[config.mk]
export PLATFORM = sky130hd
export DESIGN_NAME = serial_subtractor
export DESIGN_NICKNAME = d
export VERILOG_FILES = /design/src/rtl/serial_subtractor.sv
export SDC_FILE = /design/constraint.sdc
export NUM_CORES = 1
export LEC_CHECK = 0
export CAP_MARGIN = 0
export CORE_MARGIN = 8
export CORE_UTILIZATION = 47
export DETAILED_ROUTE_END_ITERATION = 8
export PLACE_DENSITY = 0.81
export SKIP_LAST_GASP = 1
export SLEW_MARGIN = 20
export SYNTH_ARGS = -nofsm -noshare
export SYNTH_HDL_FRONTEND = slang
export SYNTH_SLANG_ARGS = --single-unit
[constraint.sdc]
create_clock -name clk -period 1.47 [get_ports clk]
set_clock_uncertainty 0.1 [all_clocks]
set_input_delay 0.294 -clock clk [delete_from_list [all_inputs] [get_ports clk]]
set_output_delay 0.294 -clock clk [all_outputs]
set_load 0.01 [all_outputs]
[src/rtl/serial_subtractor.sv]
// serial_subtractor: bit-serial two's-complement subtractor, diff = a - b - bin.
// One result bit per clock, LSB first, with a single registered borrow.
//
// Ports:
//   clk, rst                 clock, asynchronous active-high reset
//   start_valid/start_ready  operand handshake (a, b, bin); ready only in IDLE
//   a, b, bin                minuend, subtrahend, borrow in
//   diff, bout               result modulo 2^WIDTH, borrow out
//   overflow, zero           signed overflow flag, diff == 0 flag
//   done_valid/done_ready    result handshake; result held under backpressure
//   busy                     operation in flight (RUN or DONE)
module serial_subtractor #(
    parameter int unsigned WIDTH = 8
) (
    input  logic             clk,
    input  logic             rst,
    input  logic             start_valid,
    output logic             start_ready,
    input  logic [WIDTH-1:0] a,
    input  logic [WIDTH-1:0] b,
    input  logic             bin,
    output logic [WIDTH-1:0] diff,
    output logic             bout,
    output logic             overflow,
    output logic             zero,
    output logic             done_valid,
    input  logic             done_ready,
    output logic             busy
);

    localparam int unsigned CNT_W = $clog2(WIDTH + 1);

    typedef enum logic [1:0] {
        IDLE = 2'd0,
        RUN  = 2'd1,
        DONE = 2'd2
    } state_e;

    state_e             state_q,  state_d;
    logic [WIDTH-1:0]   a_sr_q,   a_sr_d;
    logic [WIDTH-1:0]   b_sr_q,   b_sr_d;
    logic [WIDTH-1:0]   res_q,    res_d;
    logic               borrow_q, borrow_d;
    logic               a_sign_q, a_sign_d;
    logic               b_sign_q, b_sign_d;
    logic [CNT_W-1:0]   cnt_q,    cnt_d;
    logic [WIDTH-1:0]   diff_q,   diff_d;
    logic               bout_q,   bout_d;
    logic               ovf_q,    ovf_d;
    logic               zero_q,   zero_d;

    // Full-subtractor cell on the current LSBs
    logic               d_bit;
    logic               borrow_nxt;
    logic [WIDTH-1:0]   res_nxt;

    always_comb begin
        d_bit      = a_sr_q[0] ^ b_sr_q[0] ^ borrow_q;
        borrow_nxt = (~a_sr_q[0] & b_sr_q[0]) | (~(a_sr_q[0] ^ b_sr_q[0]) & borrow_q);
        res_nxt    = {d_bit, res_q[WIDTH-1:1]};
    end

    // Next-state and datapath update
    always_comb begin
        state_d  = state_q;
        a_sr_d   = a_sr_q;
        b_sr_d   = b_sr_q;
        res_d    = res_q;
        borrow_d = borrow_q;
        a_sign_d = a_sign_q;
        b_sign_d = b_sign_q;
        cnt_d    = cnt_q;
        diff_d   = diff_q;
        bout_d   = bout_q;
        ovf_d    = ovf_q;
        zero_d   = zero_q;

        case (state_q)
            IDLE: begin
                if (start_valid) begin
                    a_sr_d   = a;
                    b_sr_d   = b;
                    borrow_d = bin;
                    a_sign_d = a[WIDTH-1];
                    b_sign_d = b[WIDTH-1];
                    cnt_d    = '0;
                    state_d  = RUN;
                end
            end
            RUN: begin
                a_sr_d   = a_sr_q >> 1;
                b_sr_d   = b_sr_q >> 1;
                res_d    = res_nxt;
                borrow_d = borrow_nxt;
                cnt_d    = cnt_q + CNT_W'(1);
                // Last bit: publish result and flags on the same edge
                if (cnt_q == CNT_W'(WIDTH - 1)) begin
                    state_d = DONE;
                    diff_d  = res_nxt;
                    bout_d  = borrow_nxt;
                    ovf_d   = (a_sign_q != b_sign_q) && (res_nxt[WIDTH-1] != a_sign_q);
                    zero_d  = (res_nxt == '0);
                end
            end
            DONE: begin
                if (done_ready) begin
                    state_d = IDLE;
                end
            end
            default: begin
                state_d = IDLE;
            end
        endcase
    end

    // State and datapath registers
    always_ff @(posedge clk or posedge rst) begin
        if (rst) begin
            state_q  <= IDLE;
            a_sr_q   <= '0;
            b_sr_q   <= '0;
            res_q    <= '0;
            borrow_q <= 1'b0;
            a_sign_q <= 1'b0;
            b_sign_q <= 1'b0;
            cnt_q    <= '0;
            diff_q   <= '0;
            bout_q   <= 1'b0;
            ovf_q    <= 1'b0;
            zero_q   <= 1'b0;
        end else begin
            state_q  <= state_d;
            a_sr_q   <= a_sr_d;
            b_sr_q   <= b_sr_d;
            res_q    <= res_d;
            borrow_q <= borrow_d;
            a_sign_q <= a_sign_d;
            b_sign_q <= b_sign_d;
            cnt_q    <= cnt_d;
            diff_q   <= diff_d;
            bout_q   <= bout_d;
            ovf_q    <= ovf_d;
            zero_q   <= zero_d;
        end
    end

    // Handshake and status decode straight from the state register
    assign start_ready = (state_q == IDLE);
    assign done_valid  = (state_q == DONE);
    assign busy        = (state_q != IDLE);

    assign diff     = diff_q;
    assign bout     = bout_q;
    assign overflow = ovf_q;
    assign zero     = zero_q;

endmodule
# Word level (Yosys, flattened, before mapping)
# Cells that the tools add are included.
totals:
  register_bits: 44
  inputBits: 21
  output_inout_bits: 14
  wordCells: 49
classes:
  add_sub_neg: 1
  eq_ne: 8
  muxes: 12
  bitwise: 7
  reduce_logical: 9
ops:
  columns: ["cell", "count"]
  rows:
  - ["8-bit case mux with 2 select lines", 2]
  - ["8-bit two-way mux", 2]
  - ["8-bit zero test", 1]
  - ["4-bit case mux with 2 select lines", 1]
  - ["2-bit two-way mux", 3]
  - ["2-bit case mux with 3 select lines", 1]
  - ["2-bit AND reduction", 3]
  - ["4-bit by 1-bit adder with 4-bit output (second input constant)", 1]
  - ["4-bit by 3-bit equality test with 1-bit output (second input constant)", 1]
  - ["4-bit two-way mux", 1]
  - ["2-bit inequality test (second input constant)", 2]
  - ["2-bit nonzero test", 2]
  - ["3-bit AND reduction", 1]
  - ["1-bit AND", 2]
  - ["2-bit by 1-bit equality test with 1-bit output (second input constant)", 1]
  - ["2-bit equality test (second input constant)", 1]
  - ["2-bit zero test", 1]
  - ["1-bit inequality test", 2]
  - ["2-bit by 1-bit inequality test with 1-bit output (second input constant)", 1]
  - ["1-bit NOT", 2]
  - ["1-bit case mux with 2 select lines", 1]
  - ["1-bit bitwise XOR", 2]
  - ["1-bit logical AND", 1]
  - ["1-bit two-way mux", 1]
  - ["1-bit bitwise OR", 1]

# Longest topological paths before layout
depth:
  word_depth: 5
  ltp_mapped: 5

# Worst setup path after synthesis
# No wires, ideal clock.
synth_timing:
  kind: "reg2reg"
  start: "register a_sr_q[0]"
  end: "register ovf_q (netlist: overflow)"
  t_arrival_ns: 1.388
  t_required_ns: 1.245
  path_slack_ns: -0.143
  stages_incl_launch_ff: 5
  n_path_buf: 0
  period_less_slack_ns: 1.613
  cell_sequence: "dfrtp_1 fa_1 nand2b_1 o22ai_1 mux2_2"
synth_via:
  elab_chain_len: 4
synth_lines:
  columns: ["element", "line", "rtl"]
  rows:
  - ["from (decl)", "40", "logic [WIDTH-1:0] a_sr_q, a_sr_d;"]
  - ["from (signal assigned)", "133", "a_sr_q <= a_sr_d;"]
  - ["1-bit bitwise XOR (2 in series)", "58", "d_bit = a_sr_q[0] ^ b_sr_q[0] ^ borrow_q;"]
  - ["named net d_bit", "53", "logic d_bit;"]
  - ["1-bit inequality test", "101", "ovf_d = (a_sign_q != b_sign_q) && (res_nxt[WIDTH-1] != a_sign_q);"]
  - ["1-bit logical AND", "101", null]
  - ["to (signal assigned)", "142", "ovf_q <= ovf_d;"]
  - ["to (decl)", "49", "logic ovf_q, ovf_d;"]
# The timed path passes the listed nets, and every way through them passes these cells.
# A chain may end at the register's enable or synchronous reset.

# Worst setup path after layout
layout_timing:
  start: "register borrow_q"
  end: "register ovf_q (netlist: overflow)"
layout_via:
  elab_chain_len: 3
layout_lines:
  columns: ["element", "line", "rtl"]
  rows:
  - ["from (decl)", "43", "logic borrow_q, borrow_d;"]
  - ["from (signal assigned)", "136", "borrow_q <= borrow_d;"]
  - ["1-bit bitwise XOR", "58", null]
  - ["named net d_bit", "53", null]
  - ["1-bit inequality test", "101", null]
  - ["1-bit logical AND", "101", null]
# The timed path passes the listed nets, and every way through them passes these cells.

==> Flow_metrics.wiki <==
{| class="wikitable"
! Metric !! Value
|-
| Number of different library cells in the post-synthesis netlist || 30
|-
| CTS Root Cell || sky130_fd_sc_hd__clkbuf_8
|-
| Total clock buffers created by CTS || 5
|-
| Gate Count Post-Synth || 187
|-
| Fraction of layout instances using a drive strength above 1 || 25.3%
|-
| Initial drt markers || 46
|-
| CTS max path bufs || 2
|-
| Critical path data arrival time || 1.77 ns
|-
| Max stage delay cell, worst path || sky130_fd_sc_hd__fa_1
|-
| Clock tree from TritonCTS || done
|-
| Clk Latency, worst-skew pair || 0.30 ns
|-
| Setup TNS || -2.13 ns
|-
| Total vias in the final route || 1,557
|-
| Residual antenna-violating net count after detailed routing || 0
|-
| Starting density of the core || 49.0%
|-
| Largest stage delay on the critical path || 0.58 ns
|-
| Clock-pin transition on the worst setup and hold timing paths || 0.08 ns
|-
| Cell area after synthesis || 1960 µm²
|-
| Run status || finished, violations left
|-
| Worst endpoint required time || 1.55 ns
|-
| Post-Route WL || 4.69 mm
|-
| Kind of end point of the critical path || register
|-
| Vias per std cell || 5.28
|-
| Wire length of the first global-routing pass || 7.25 mm
|-
| Setup repair after global routing missed its margin || yes
|-
| Number of filler cells placed in the layout || 294
|-
| Height of the die || 80.6 µm
|-
| Core ar. || 4000 µm²
|-
| Critical path startpoint category || register
|-
| TritonCTS Sinks || 43
|-
| Total grt overflow || 0
|-
| Depth of the worst register-to-register path || 5
|-
| Most used cells in the layout excluding fill and tap cells || 43 x sky130_fd_sc_hd__dfrtp_1, 39 x sky130_fd_sc_hd__nand2_1, 19 x sky130_fd_sc_hd__clkdlybuf4s50_1, 19 x sky130_fd_sc_hd__buf_4, 16 x sky130_fd_sc_hd__a21oi_1
|-
| I/O pin cnt || 35
|-
| Register-to-register setup slack || -0.22 ns
|-
| Number of failing setup endpoints in the final timing report || 15
|-
| Maximum Capacitance Violations || 0
|-
| Post-synthesis area per instance || 10.5 µm²
|-
| Startpoint of the most critical register-to-register path || borrow_q$_DFFE_PP0P_
|-
| Power Density || 1890 nW/µm²
|-
| LEAKAGE || 1.35 nW
|-
| Sequential cell area fraction in the yosys report || 54.9%
|-
| DR WL/cell || 15.9 µm
|-
| Classification of the worst-slack hold path || input port to asynchronous set/reset pin
|-
| Number of diodes added for antenna fixing || 0
|-
| Portion of the clock cycle consumed by the worst path in the final layout || 115%
|-
| Die footprint || 6490 µm²
|-
| Syn_nets || 210
|-
| Number of placed cells counting well taps || 277
|-
| Number of global-route vias before repair || 1,566
|-
| Final cell count without fillers || 295
|-
| Most common cell after layout, fill and taps aside || sky130_fd_sc_hd__dfrtp_1
|-
| Detailed Place HPWL || 3.06 mm
|-
| Violated checks || setup timing
|-
| Final estimated routing congestion in global placement || 0.781
|-
| Total number of nets in the final design || 268
|-
| Worst slew margin relative to its limit || 80.1%
|-
| Initial antenna violation count || 0
|-
| DRC violation count after routing || 0
|-
| Setup slack after layout || -0.222 ns
|-
| Launching instance or port of the critical path || borrow_q$_DFFE_PP0P_
|-
| DIE WIDTH || 80.6 µm
|-
| Max frequency || 0.591 GHz
|-
| Post-layout min period || 1.69 ns
|-
| H-Tree Level Count || 2
|-
| Port-buffer cells || 34
|-
| Count of yosys warnings during synthesis || 0
|-
| Hold WS || 0.255 ns
|-
| Final Max Slew Viols || 0
|-
| R2R Path End || overflow$_DFFE_PP0P_
|-
| Endpoint of the worst setup timing path || overflow$_DFFE_PP0P_
|-
| Maximum number of pins on one net before global-route repair || 44
|-
| Detailed Routing Iterations Pass 1 || 4
|-
| Ordered list of cells on the worst path || inv_2 -> fa_1 -> nand2b_1 -> o22ai_1 -> mux2_2
|-
| Synth-to-layout area growth || 40.1%
|-
| GRT Total Usage || 14.2%
|-
| Worst Tran Pin Value || 0.295 ns
|-
| Number of storage elements in the synthesis netlist || 43
|-
| Number of placement rows || 23
|-
| Peak VDD IR || 1.03 mV
|-
| Hold violation count in the final report || 0
|-
| Largest fanout on the critical path || 3
|-
| Critical setup path kind || register to register
|}
[worst max-delay path: cells and delay by family, from the launching register on]
| kind | cells | cell delay [ns] |
|---|---|---|
| compound gates | 1 | 0.09 |
| fa+ha+maj | 1 | 0.58 |
| buf+inv | 1 | 0.05 |
| flops | 1 | 0.37 |
| mux | 1 | 0.28 |
| simple gates | 1 | 0.11 |
[per-layer routing]
metal / global-route usage (%) / vias to the layer above / share of wire (%)
met2: 23.7 / 38 / 52
met4: 4.36 / 0 / 2.6
met5: 0 / - / 0
met3: 4.46 / 13 / 3.9
li1: - / 753 / -
met1: 17.0 / 753 / 41
[per-stage QoR]
stage	total power, mW	util (%)	cell area, µm²	setup WS (ns)
6_report	5.20	68.6	2750	-0.222
5_1_grt	5.56	68.6	2750	-0.294
4_1_cts	4.94	65.4	2620	-0.161
3_5_place_dp	4.06	61.8	2470	-0.219
3_3_place_gp	3.94	61.8	2470	-0.187
2_1_floorplan	3.15	-	1960	-0.131
[cells by family (layout without fill, tap and decap cells)]
group | Yosys count | in the layout | share of synthesized area [%]
compound gates | 41 | 41 | 12.4
mux | 14 | 14 | 7.92
buf+inv | 19 | 77 | 4.79
flops | 43 | 43 | 54.9
fa+ha+maj | 2 | 2 | 1.66
simple gates | 68 | 68 | 18.3
[worst min path at each step]
stage	from	to	cells after the start
final	rst	zero$_DFFE_PP0P_	3
after global routing	rst	res_q[2]$_DFFE_PP0P_	3
after CTS	rst	a_sr_q[1]$_DFFE_PP0P_	3
after detailed placement	b_sr_q[4]$_DFFE_PP0P_	b_sr_q[4]$_DFFE_PP0P_	2
after global placement	b_sr_q[4]$_DFFE_PP0P_	b_sr_q[4]$_DFFE_PP0P_	2
after floorplan	a[7]	a_sign_q$_DFFE_PP0P_	1
[repair_timing]
| action | 4_1_cts | 5_1_grt |
|---|---|---|
| pin swaps | 2 | 3 |
| gates resized for setup | 30 | 20 |
| hold buffers | 0 | 0 |
| gates cloned | 0 | 1 |
| endpoints found under the hold margin | 0 | 0 |
| setup buffers | 4 | 7 |
| endpoints found under the setup margin | 27 | 32 |
[flip-flops by register name, indices dropped and copies added (netlist names)]
name	cells
b_sign_q	1
overflow	1
a_sign_q	1
zero	1
borrow_q	1
diff	8
bout	1
res_q	7
state_q	2
cnt_q	4
b_sr_q	8
a_sr_q	8
[report_power, final]
| group | switching (mW) | internal [mW] |
|---|---|---|
| clock network | 0.386 | 0.498 |
| logic | 1.03 | 1.24 |
| registers | 0.380 | 1.67 |
[synth_stat cells]
master | number | area [µm²]
sky130_fd_sc_hd__mux2i_1 | 2 | 20.0
sky130_fd_sc_hd__o21ai_0 | 13 | 65.1
sky130_fd_sc_hd__o21bai_2 | 1 | 11.3
sky130_fd_sc_hd__a31oi_1 | 1 | 6.26
sky130_fd_sc_hd__and3b_1 | 14 | 123
sky130_fd_sc_hd__nor2_1 | 5 | 18.8
sky130_fd_sc_hd__clkbuf_1 | 4 | 15.0
sky130_fd_sc_hd__a22o_1 | 2 | 17.5
sky130_fd_sc_hd__o21ai_1 | 1 | 5.00
sky130_fd_sc_hd__o22ai_1 | 2 | 12.5
sky130_fd_sc_hd__and2b_1 | 1 | 7.51
sky130_fd_sc_hd__dfrtp_1 | 43 | 1080
sky130_fd_sc_hd__nor4_1 | 2 | 12.5
sky130_fd_sc_hd__buf_6 | 2 | 22.5
sky130_fd_sc_hd__a41oi_1 | 1 | 8.76
sky130_fd_sc_hd__nor2b_1 | 1 | 6.26
sky130_fd_sc_hd__a21oi_1 | 16 | 80.1
sky130_fd_sc_hd__fa_1 | 1 | 20.0
sky130_fd_sc_hd__nand3_1 | 1 | 5.00
sky130_fd_sc_hd__nand2b_1 | 2 | 12.5
sky130_fd_sc_hd__a32o_1 | 2 | 20.0
sky130_fd_sc_hd__nand2_1 | 40 | 150
sky130_fd_sc_hd__ha_1 | 1 | 12.5
sky130_fd_sc_hd__inv_1 | 7 | 26.3
sky130_fd_sc_hd__nor3b_1 | 1 | 7.51
sky130_fd_sc_hd__o22a_1 | 1 | 8.76
sky130_fd_sc_hd__nor3_4 | 1 | 16.3
sky130_fd_sc_hd__a21o_1 | 1 | 7.51
sky130_fd_sc_hd__mux2_2 | 12 | 135
sky130_fd_sc_hd__buf_2 | 6 | 30.0
[final cells by class]
class                      instances  area [µm²]  area share (%)
multi-input combinational        125         861            31.4
clock inverter                     1        30.0            1.09
timing repair buffer              63         617            22.5
clock buffer                       6        72.6            2.64
sequential                        43        1080            39.2
inverter                           7        26.3           0.957
tap                               50        62.6            2.28
(Power assumes the default switching activity.)
